$ cat src/rtl/bram_line_reader_pkg.sv
// Shared defaults and the read-credit helper for the BRAM line reader.
package bram_line_reader_pkg;

   localparam int DEF_BITS      = 32;
   localparam int DEF_ADD_WIDTH = 9;

   // Words already owed to the skid FIFO once this cycle's pop is accounted for.
   function automatic logic [2:0] credit_level(input logic [1:0] fifo_count,
                                               input logic       pending,
                                               input logic       pop);
      credit_level = {1'b0, fifo_count} + {2'b00, pending} - {2'b00, pop};
   endfunction

endpackage

$ cat src/rtl/bram_skid_fifo.sv
// Two-entry skid FIFO holding {last, data}; simultaneous push and pop allowed.
module bram_skid_fifo
#(
   parameter int W = 33
)
(
   input  logic         clk,
   input  logic         rst,
   input  logic         push_i,
   input  logic [W-1:0] push_data_i,
   input  logic         pop_i,
   output logic [W-1:0] head_o,
   output logic [1:0]   count_o,
   output logic         valid_o
);

   logic [W-1:0] mem_q [2];
   logic         wr_ptr_q;
   logic         rd_ptr_q;
   logic [1:0]   count_q;

   always_ff @(posedge clk or posedge rst) begin
      if (rst) begin
         mem_q[0] <= '0;
         mem_q[1] <= '0;
         wr_ptr_q <= 1'b0;
         rd_ptr_q <= 1'b0;
         count_q  <= 2'd0;
      end else begin
         if (push_i) begin
            mem_q[wr_ptr_q] <= push_data_i;
            wr_ptr_q        <= ~wr_ptr_q;
         end
         if (pop_i) begin
            rd_ptr_q <= ~rd_ptr_q;
         end
         count_q <= count_q + {1'b0, push_i} - {1'b0, pop_i};
      end
   end

   assign head_o  = mem_q[rd_ptr_q];
   assign count_o = count_q;
   assign valid_o = (count_q != 2'd0);

endmodule

$ cat src/rtl/bram_line_reader.sv
// Sequential BRAM read initiator presenting the words as a ready/valid stream.
// Stream handshake: a beat moves when out_valid & out_ready; data/last hold while stalled.
module bram_line_reader
   import bram_line_reader_pkg::*;
#(
   parameter int Bits      = DEF_BITS,
   parameter int Add_Width = DEF_ADD_WIDTH
)
(
   input  logic                 clk,
   input  logic                 rst,
   input  logic                 start,
   input  logic [Add_Width-1:0] base_addr,
   input  logic [Add_Width:0]   len,
   output logic                 busy,
   output logic                 done,
   output logic [Add_Width-1:0] mem_addr,
   output logic                 mem_cen,
   output logic                 mem_wen,
   input  logic [Bits-1:0]      mem_rdata,
   output logic [Bits-1:0]      out_data,
   output logic                 out_valid,
   input  logic                 out_ready,
   output logic                 out_last,
   output logic [0:0]           state_dbg
);

   localparam logic [0:0] STATE_IDLE = 1'b0;
   localparam logic [0:0] STATE_RUN  = 1'b1;

   logic [0:0]           state_q, state_d;
   logic [Add_Width-1:0] rd_ptr_q, rd_ptr_d;
   logic [Add_Width:0]   remaining_q, remaining_d;
   logic                 pending_q, pending_d;
   logic                 pending_last_q, pending_last_d;
   logic                 done_q, done_d;

   logic                 pop;
   logic                 issue;
   logic [2:0]           credit;
   logic [Bits:0]        fifo_head;
   logic [1:0]           fifo_count;
   logic                 fifo_valid;

   assign pop    = fifo_valid & out_ready;
   assign credit = credit_level(fifo_count, pending_q, pop);
   // A read is only launched when its word is guaranteed a FIFO slot on arrival.
   assign issue  = (state_q == STATE_RUN) && (remaining_q != '0) && (credit < 3'd2);

   always_comb begin
      state_d        = state_q;
      rd_ptr_d       = rd_ptr_q;
      remaining_d    = remaining_q;
      done_d         = 1'b0;
      pending_d      = issue;
      pending_last_d = issue && (remaining_q == (Add_Width+1)'(1));
      case (state_q)
         STATE_IDLE: begin
            if (start) begin
               if (len == '0) begin
                  done_d = 1'b1;
               end else begin
                  state_d     = STATE_RUN;
                  rd_ptr_d    = base_addr;
                  remaining_d = len;
               end
            end
         end
         STATE_RUN: begin
            if (issue) begin
               rd_ptr_d    = rd_ptr_q + Add_Width'(1);
               remaining_d = remaining_q - (Add_Width+1)'(1);
            end
            if (pop && fifo_head[Bits]) begin
               state_d = STATE_IDLE;
               done_d  = 1'b1;
            end
         end
         default: begin
            state_d = STATE_IDLE;
         end
      endcase
   end

   always_ff @(posedge clk or posedge rst) begin
      if (rst) begin
         state_q        <= STATE_IDLE;
         rd_ptr_q       <= '0;
         remaining_q    <= '0;
         pending_q      <= 1'b0;
         pending_last_q <= 1'b0;
         done_q         <= 1'b0;
      end else begin
         state_q        <= state_d;
         rd_ptr_q       <= rd_ptr_d;
         remaining_q    <= remaining_d;
         pending_q      <= pending_d;
         pending_last_q <= pending_last_d;
         done_q         <= done_d;
      end
   end

   // mem_rdata is only trusted in the cycle after a read strobe.
   bram_skid_fifo #(.W(Bits + 1)) u_fifo (
      .clk         (clk),
      .rst         (rst),
      .push_i      (pending_q),
      .push_data_i ({pending_last_q, mem_rdata}),
      .pop_i       (pop),
      .head_o      (fifo_head),
      .count_o     (fifo_count),
      .valid_o     (fifo_valid)
   );

   assign mem_cen   = issue;
   assign mem_addr  = rd_ptr_q;
   assign mem_wen   = 1'b0;
   assign busy      = (state_q == STATE_RUN);
   assign done      = done_q;
   assign out_valid = fifo_valid;
   assign out_data  = fifo_head[Bits-1:0];
   assign out_last  = fifo_valid & fifo_head[Bits];
   assign state_dbg = state_q;

endmodule

$ cat config.mk
export PLATFORM = sky130hd
export DESIGN_NAME = bram_line_reader
export DESIGN_NICKNAME = d
export VERILOG_FILES = /design/src/rtl/bram_line_reader_pkg.sv /design/src/rtl/bram_skid_fifo.sv /design/src/rtl/bram_line_reader.sv
export SDC_FILE = /design/constraint.sdc
export NUM_CORES = 1
export LEC_CHECK = 0
export ABC_AREA = 1
export ABC_CLOCK_PERIOD_IN_PS = 3090
export BUFFER_PORTS_ARGS = -buffer_cell sky130_fd_sc_hd__buf_2
export CORE_UTILIZATION = 35
export DETAILED_ROUTE_END_ITERATION = 7
export HOLD_SLACK_MARGIN = 0.05
export MAX_ROUTING_LAYER = met4
export SYNTH_ARGS = -nofsm -noshare
export SYNTH_HDL_FRONTEND = slang
export SYNTH_SLANG_ARGS = --single-unit
export TNS_END_PERCENT = 5
$ cat constraint.sdc
create_clock -name clk -period 3.09 [get_ports clk]
set_input_delay 0.1545 -clock clk [delete_from_list [all_inputs] [get_ports clk]]
set_output_delay 0.1545 -clock clk [all_outputs]
set_load 0.03 [all_outputs]
# ---- After elaboration in Yosys (flattened, before gate mapping)
# Index checks and enable logic that the tools add are counted.
dict set report classes {
  mux 22
  addsub 6
  n_reduce_logical 9
  order_cmp 4
  bitwise 7
  eq_ne 4
}
# operator count
set ops {}
lappend ops {{$mux W33} 4}
lappend ops {{$bwmux W66} 1}
lappend ops {{$demux W33 S1} 1}
lappend ops {{$mux W10} 3}
lappend ops {{$mux W9} 3}
lappend ops {{$pmux W10 S2} 1}
lappend ops {{$pmux W9 S2} 1}
lappend ops {{$eq A10 B1 Y1 const B} 1}
lappend ops {{$logic_not A10 Y1} 1}
lappend ops {{$reduce_bool A10 Y1} 1}
lappend ops {{$sub A10 B1 Y10 const B} 1}
lappend ops {{$add A9 B1 Y9 const B} 1}
lappend ops {{$mux W1} 6}
lappend ops {{$logic_and A1 B1 Y1} 5}
lappend ops {{$ge A2 B2 Y1 const B} 2}
lappend ops {{$ne A2 B2 Y1 const B} 2}
lappend ops {{$not A1 Y2} 2}
lappend ops {{$pmux W1 S2} 2}
lappend ops {{$add A2 B1 Y3} 1}
lappend ops {{$lt A3 B2 Y1 const B} 1}
lappend ops {{$not A1 Y1} 3}
lappend ops {{$reduce_and A3 Y1} 1}
lappend ops {{$sub A3 B1 Y3} 1}
lappend ops {{$add A2 B1 Y2} 1}
lappend ops {{other kinds (5)} 6}
dict set report word_totals {
  out_inout_bits 48
  reg_bits 93
  wordCells 63
  inputBits 55
}

# ---- Depth between registers and ports, before layout
dict set report depth {
  ltp_word 7
  mapped_depth 16
  mapped_depth_nobuf 15
}

# ---- By module
# Synthesis repeated with hierarchy kept, for this count alone.
dict set report hier_totals {
  hier_cells 632
  area_unflattened_um2 4917.2
}
# mod cells_per_inst n_inst area_per_inst_um2 seq_area_each_um2
set by_module_without_submodules {}
lappend by_module_without_submodules {bram_skid_fifo 375 1 3268.1 1751.7}
lappend by_module_without_submodules {bram_line_reader 257 1 1649.1 575.6}

# ---- Least setup slack after synthesis
# OpenSTA, ideal clock, no wires.
dict set report synth_path {
  kind {reg-to-output}
  startpoint {reg u_fifo.count_q[1], in the netlist u_fifo.count_o[1]}
  endpoint {out mem_cen}
  t_arrival_ns 2.514
  stages_incl_launch_ff 15
  t_required_ns 2.935
  setup_slack_ns 0.421
  path_buffers 1
  path_cell_list {dfrtp_1 > inv_2 > nand2_1 > nand2_1 > inv_1 > ha_1 > inv_1 > ha_1 > fa_1 > a21oi_1 > nand2_1 > nor2_1 > nand2_4 > buf_4 > inv_2}
}
dict set report synth_between {
  elab_chain_cells 5
  elab_cells_between_ends 6
  classes_between {2 x add/sub; 1 x order compare; 1 x bitwise; 2 x reduce/logical}
}
# item line_no
set synth_lines {}
lappend synth_lines {{from (decl)} bram_skid_fifo.sv:20} ;# logic [1:0] count_q;
lappend synth_lines {{from (signal assigned)} bram_skid_fifo.sv:37} ;# count_q <= count_q + {1'b0, push_i} - {1'b0, pop_i};
lappend synth_lines {{$reduce_bool A2 Y1} bram_skid_fifo.sv:43} ;# assign valid_o = (count_q != 2'd0);
lappend synth_lines {{named net out_valid} bram_line_reader.sv:22} ;# output logic out_valid,
lappend synth_lines {{$and A1 B1 Y1} bram_line_reader.sv:45} ;# assign pop = fifo_valid & out_ready;
lappend synth_lines {{named net pop} bram_line_reader.sv:38} ;# logic pop;
lappend synth_lines {{$sub A3 B1 Y3} bram_line_reader_pkg.sv:11} ;# credit_level = {1'b0, fifo_count} + {2'b00, pending} - {2'b00, pop};
lappend synth_lines {{named net credit[1]} bram_line_reader.sv:40} ;# logic [2:0] credit;
lappend synth_lines {{$lt A3 B2 Y1} bram_line_reader.sv:48} ;# assign issue = (state_q == STATE_RUN) && (remaining_q != '0) && (credit < 3'd2);
lappend synth_lines {{$logic_and A1 B1 Y1} bram_line_reader.sv:48}
lappend synth_lines {{to (decl)} bram_line_reader.sv:18} ;# output logic mem_cen,
# The timed path passes the listed nets, and every way through them passes these cells.

# ---- Worst setup path after layout
dict set report layout_path {
  startpoint {reg u_fifo.count_q[1], in the netlist u_fifo.count_o[1]}
  endpoint {out mem_cen}
}
dict set report layout_between {
  elab_chain_cells 5
  elab_cells_between_ends 6
  classes_between {2 x add/sub; 1 x order compare; 1 x bitwise; 2 x reduce/logical}
}
# item line_no
set layout_lines {}
lappend layout_lines {{$reduce_bool A2 Y1} bram_skid_fifo.sv:43}
lappend layout_lines {{$and A1 B1 Y1} bram_line_reader.sv:45}
lappend layout_lines {{named net pop} bram_line_reader.sv:38}
lappend layout_lines {{$sub A3 B1 Y3} bram_line_reader_pkg.sv:11}
lappend layout_lines {{named net credit[1]} bram_line_reader.sv:40}
lappend layout_lines {{$lt A3 B2 Y1} bram_line_reader.sv:48}
lappend layout_lines {{$logic_and A1 B1 Y1} bram_line_reader.sv:48}
# The timed path passes the listed nets, and every way through them passes these cells.

==> impl_metrics.json <==
{
  "clk_pin_slew_worst_paths_ns": 0.07,
  "fin_nets": 767,
  "area_growth_pct": 20.4,
  "switchingPower_mw": 3.29,
  "fp-row-count": 41,
  "antenna_found_initial": 0,
  "first_pass_iters": 5,
  "async_flop_share": 1.00,
  "layout-drive-gt1-share": 0.221,
  "max_cap_viol_count": 0,
  "seq_area_frac_synth": 0.499,
  "synthTopCellsByCount": "nand2_1 (255), dfrtp_1 (93), inv_1 (59)",
  "yosys.cell_count.top_type": "nand2_1",
  "setup_tns_ns": 0,
  "fin_crit_sh": 0.936,
  "cts_buffer_depth": 2,
  "portBuffers": 101,
  "hp-start": "mem_rdata[9]",
  "place_inst": 862,
  "cp_slowest_cell": "fa_1",
  "final_antenna_net_count": 0,
  "cts-htree-levels": 3,
  "grt_use_total": 0.172,
  "drc": 0,
  "cts.sinks": 93,
  "fp.dieH_um": 117,
  "gp_congestion": 0.855,
  "period_minus_slack_ns": 2.89,
  "cp.arrival_ns": 2.74,
  "status": "finished, final reports clean",
  "dieArea_mm2": 0.0138,
  "synth_nets": 676,
  "fmax_ghz": 0.346,
  "vias": 4077,
  "synthDominantCellAreaShare": 0.499,
  "core_area_mm2": 0.0128,
  "hpwlAfterDp_um": 7370,
  "initial_core_util": 0.364,
  "power_density_mw_per_mm2": 1220,
  "seqPwrFrac": 0.318,
  "io_pins": 103,
  "critPathBufInv": 5,
  "dieWidth_um": 117,
  "crit-reg2reg-launch": "u_fifo.count_o[1]",
  "ys_seq_elements": 93,
  "yosysTopAreaCell": "dfrtp_1",
  "cts_root_buf": "clkbuf_16",
  "swShare": 0.478,
  "slew_violations": 0,
  "worstMarginPinSlew_ns": 1.13,
  "skew_ns": 0.00792,
  "yosys_warnings": 0,
  "synthDistinctLibCells": 30,
  "comb_power_share": 0.525,
  "vias_per_cell": 4.62,
  "cts_buffers": 9,
  "ys_top_cells_by_area": "dfrtp_1 (50%), nand2_1 (21%), o21ai_1 (4.9%)",
  "postSynthAreaPerCell_um2": 7.60,
  "crit_path_start": "u_fifo.count_o[1]",
  "synthCells": 614,
  "critPathMaxStageDelay_ns": 0.47,
  "gr-total-overflow": 0,
  "clockPowerShare": 0.157,
  "grt_pass1_vias": 3936,
  "max_slew_margin": 0.245,
  "crit_type": "reg2out",
  "drt_wl_total_um": 10800,
  "p_leak_nw": 3.09,
  "insertion_delay_ns": 0.33,
  "hold_viol_final": 0,
  "end_kind": "output pin",
  "wire_per_inst_um": 12.3,
  "layout.cells.non_filler": 882,
  "path_delay_family": "adder cells",
  "drt-initial-drc-count": 239,
  "worstPathRequired_ns": 2.94,
  "yosys_most_used_dff": "dfrtp_1",
  "netlist_area_mm2": 0.00466,
  "setup_viol": 0,
  "ir_drop_uv": 712,
  "grt_start_max_net_pins": 67,
  "rsz0062_at_grt": "false",
  "cp-start-kind": "register",
  "cts_tree": "yes",
  "grt_pass1_wl_um": 18700,
  "path_cells": "inv_2 -> nand2_1 -> nand2_2 -> inv_1 -> ha_1 -> inv_1 -> ha_1 -> fa_1 -> a21oi_2 -> nand2_1 -> nor2_2 -> nand2_4 -> inv_2 -> clkbuf_4",
  "diodes": 0,
  "synth_edf_count": 0,
  "hp-class": "in2reg",
  "intPower_mw": 3.59,
  "cp_max_fo": 10
}
[registers in the layout, indices dropped and copies added, names as in the netlist]
| name | flops |
|---|---|
| u_fifo.mem_q | 66 |
| remaining_q | 10 |
| mem_addr | 9 |
| u_fifo.count_o | 2 |
| busy | 1 |
| done | 1 |
| pending_last_q | 1 |
| pending_q | 1 |
| u_fifo.rd_ptr_q | 1 |
| u_fifo.wr_ptr_q | 1 |
[per-layer routing]
metal,track usage,share of wire,wire (µm),vias to the layer above
met5,-,0,0,-
met4,0.0471,0.011,117,0
met3,0.0316,0.039,425,11
met2,0.268,0.45,4920,98
met1,0.231,0.50,5360,1884
li1,-,-,-,2084
[path summary, 6_finish.rpt]
| path | slack (ns) | depth (start not counted) | to |
|---|---|---|---|
| worst max-delay path | 0.20 | 14 | mem_cen |
| worst min-delay path | 0.07 | 3 | u_fifo.mem_q[42] |
| worst max register to register | 0.34 | 15 | remaining_q[6] |
| worst min register to register | 0.48 | 2 | u_fifo.mem_q[1] |
| max in group asynchronous | 1.82 | 4 | u_fifo.mem_q[0] |
| min in group asynchronous | 0.49 | 3 | mem_addr[4] |
[metrics by stage]
stage          utilization  hold WS (ns)  setup slack, ns  cell area (µm²)  power (mW)
2_1_floorplan            -         0.303            0.421             4660        4.91
3_3_place_gp         0.412         0.322            0.388             5280        5.67
3_5_place_dp         0.412         0.342            0.219             5280        5.77
4_1_cts              0.435        0.0615           0.0452             5580        6.88
5_1_grt              0.438        0.0773           0.0157             5620        7.50
6_report             0.438        0.0746            0.197             5620        6.88
[worst reg2reg max path, cell delays in order (launching register included)]
cell     delay [ns]
dfrtp_1        0.42
inv_2          0.10
nand2_1        0.08
nand2_2        0.09
inv_1          0.05
ha_1           0.26
inv_1          0.04
ha_1           0.18
fa_1           0.47
a21oi_2        0.13
nand2_1        0.08
nor2_2         0.13
nand2_4        0.11
nand2_4        0.31
nand3_1        0.14
nand2_1        0.09
[kinds of logic (layout without fill, tap and decap cells)]
| kind of cell | after synthesis | count (layout) | share of synthesized area |
|---|---|---|---|
| adders and majority gates | 7 | 7 | 0.0204 |
| AOI/OAI and AO/OA | 93 | 93 | 0.109 |
| DFF | 93 | 93 | 0.499 |
| other | 1 | 1 | 0.000804 |
| xor gates and xnor gates | 2 | 2 | 0.00376 |
| buffers and inverters | 96 | 192 | 0.0856 |
| and+or+nand+nor | 322 | 322 | 0.281 |
[placed cells by master, fill, tap and decap left out, drive strengths merged, types with 2 or more instances in the layout]
master / Yosys / layout
a21oi: 4 / 4
buf: 16 / 109
clkbuf: 15 / 13
clkinv: 0 / 2
dfrtp: 93 / 93
ha: 6 / 6
inv: 65 / 65
nand2: 260 / 260
nand3: 32 / 32
nand4: 2 / 2
nor2: 23 / 23
o21ai: 86 / 86
o21bai: 2 / 2
or2: 4 / 4
xor2: 2 / 2
[what timing repair did]
item                                    4_1_cts  5_1_grt
buffers inserted                              0        3
endpoints found under the hold margin        56        0
hold buffers                                  1        0
endpoints found under the setup margin        0       13
gates resized for setup                       0        4
[layout make-up]
type / count / area [µm²]
fillers: 1358 / 7210
flip-flops and latches: 93 / 2330
multi-input cells: 425 / 1950
repair buffers: 111 / 586
clock buffers: 12 / 246
inverters: 65 / 246
well taps: 172 / 215
clock inverters: 4 / 47.5
[power by group through the flow]
stage	Combinational, mW	Clock [mW]	Sequential, mW
floorplan	2.71	0	2.20
global placement	3.49	0	2.18
detailed placement	3.57	0	2.20
CTS	3.58	1.12	2.18
global route	4.07	1.16	2.27
finish	3.61	1.08	2.19
No activity file was read; power rests on OpenSTA's default activity.
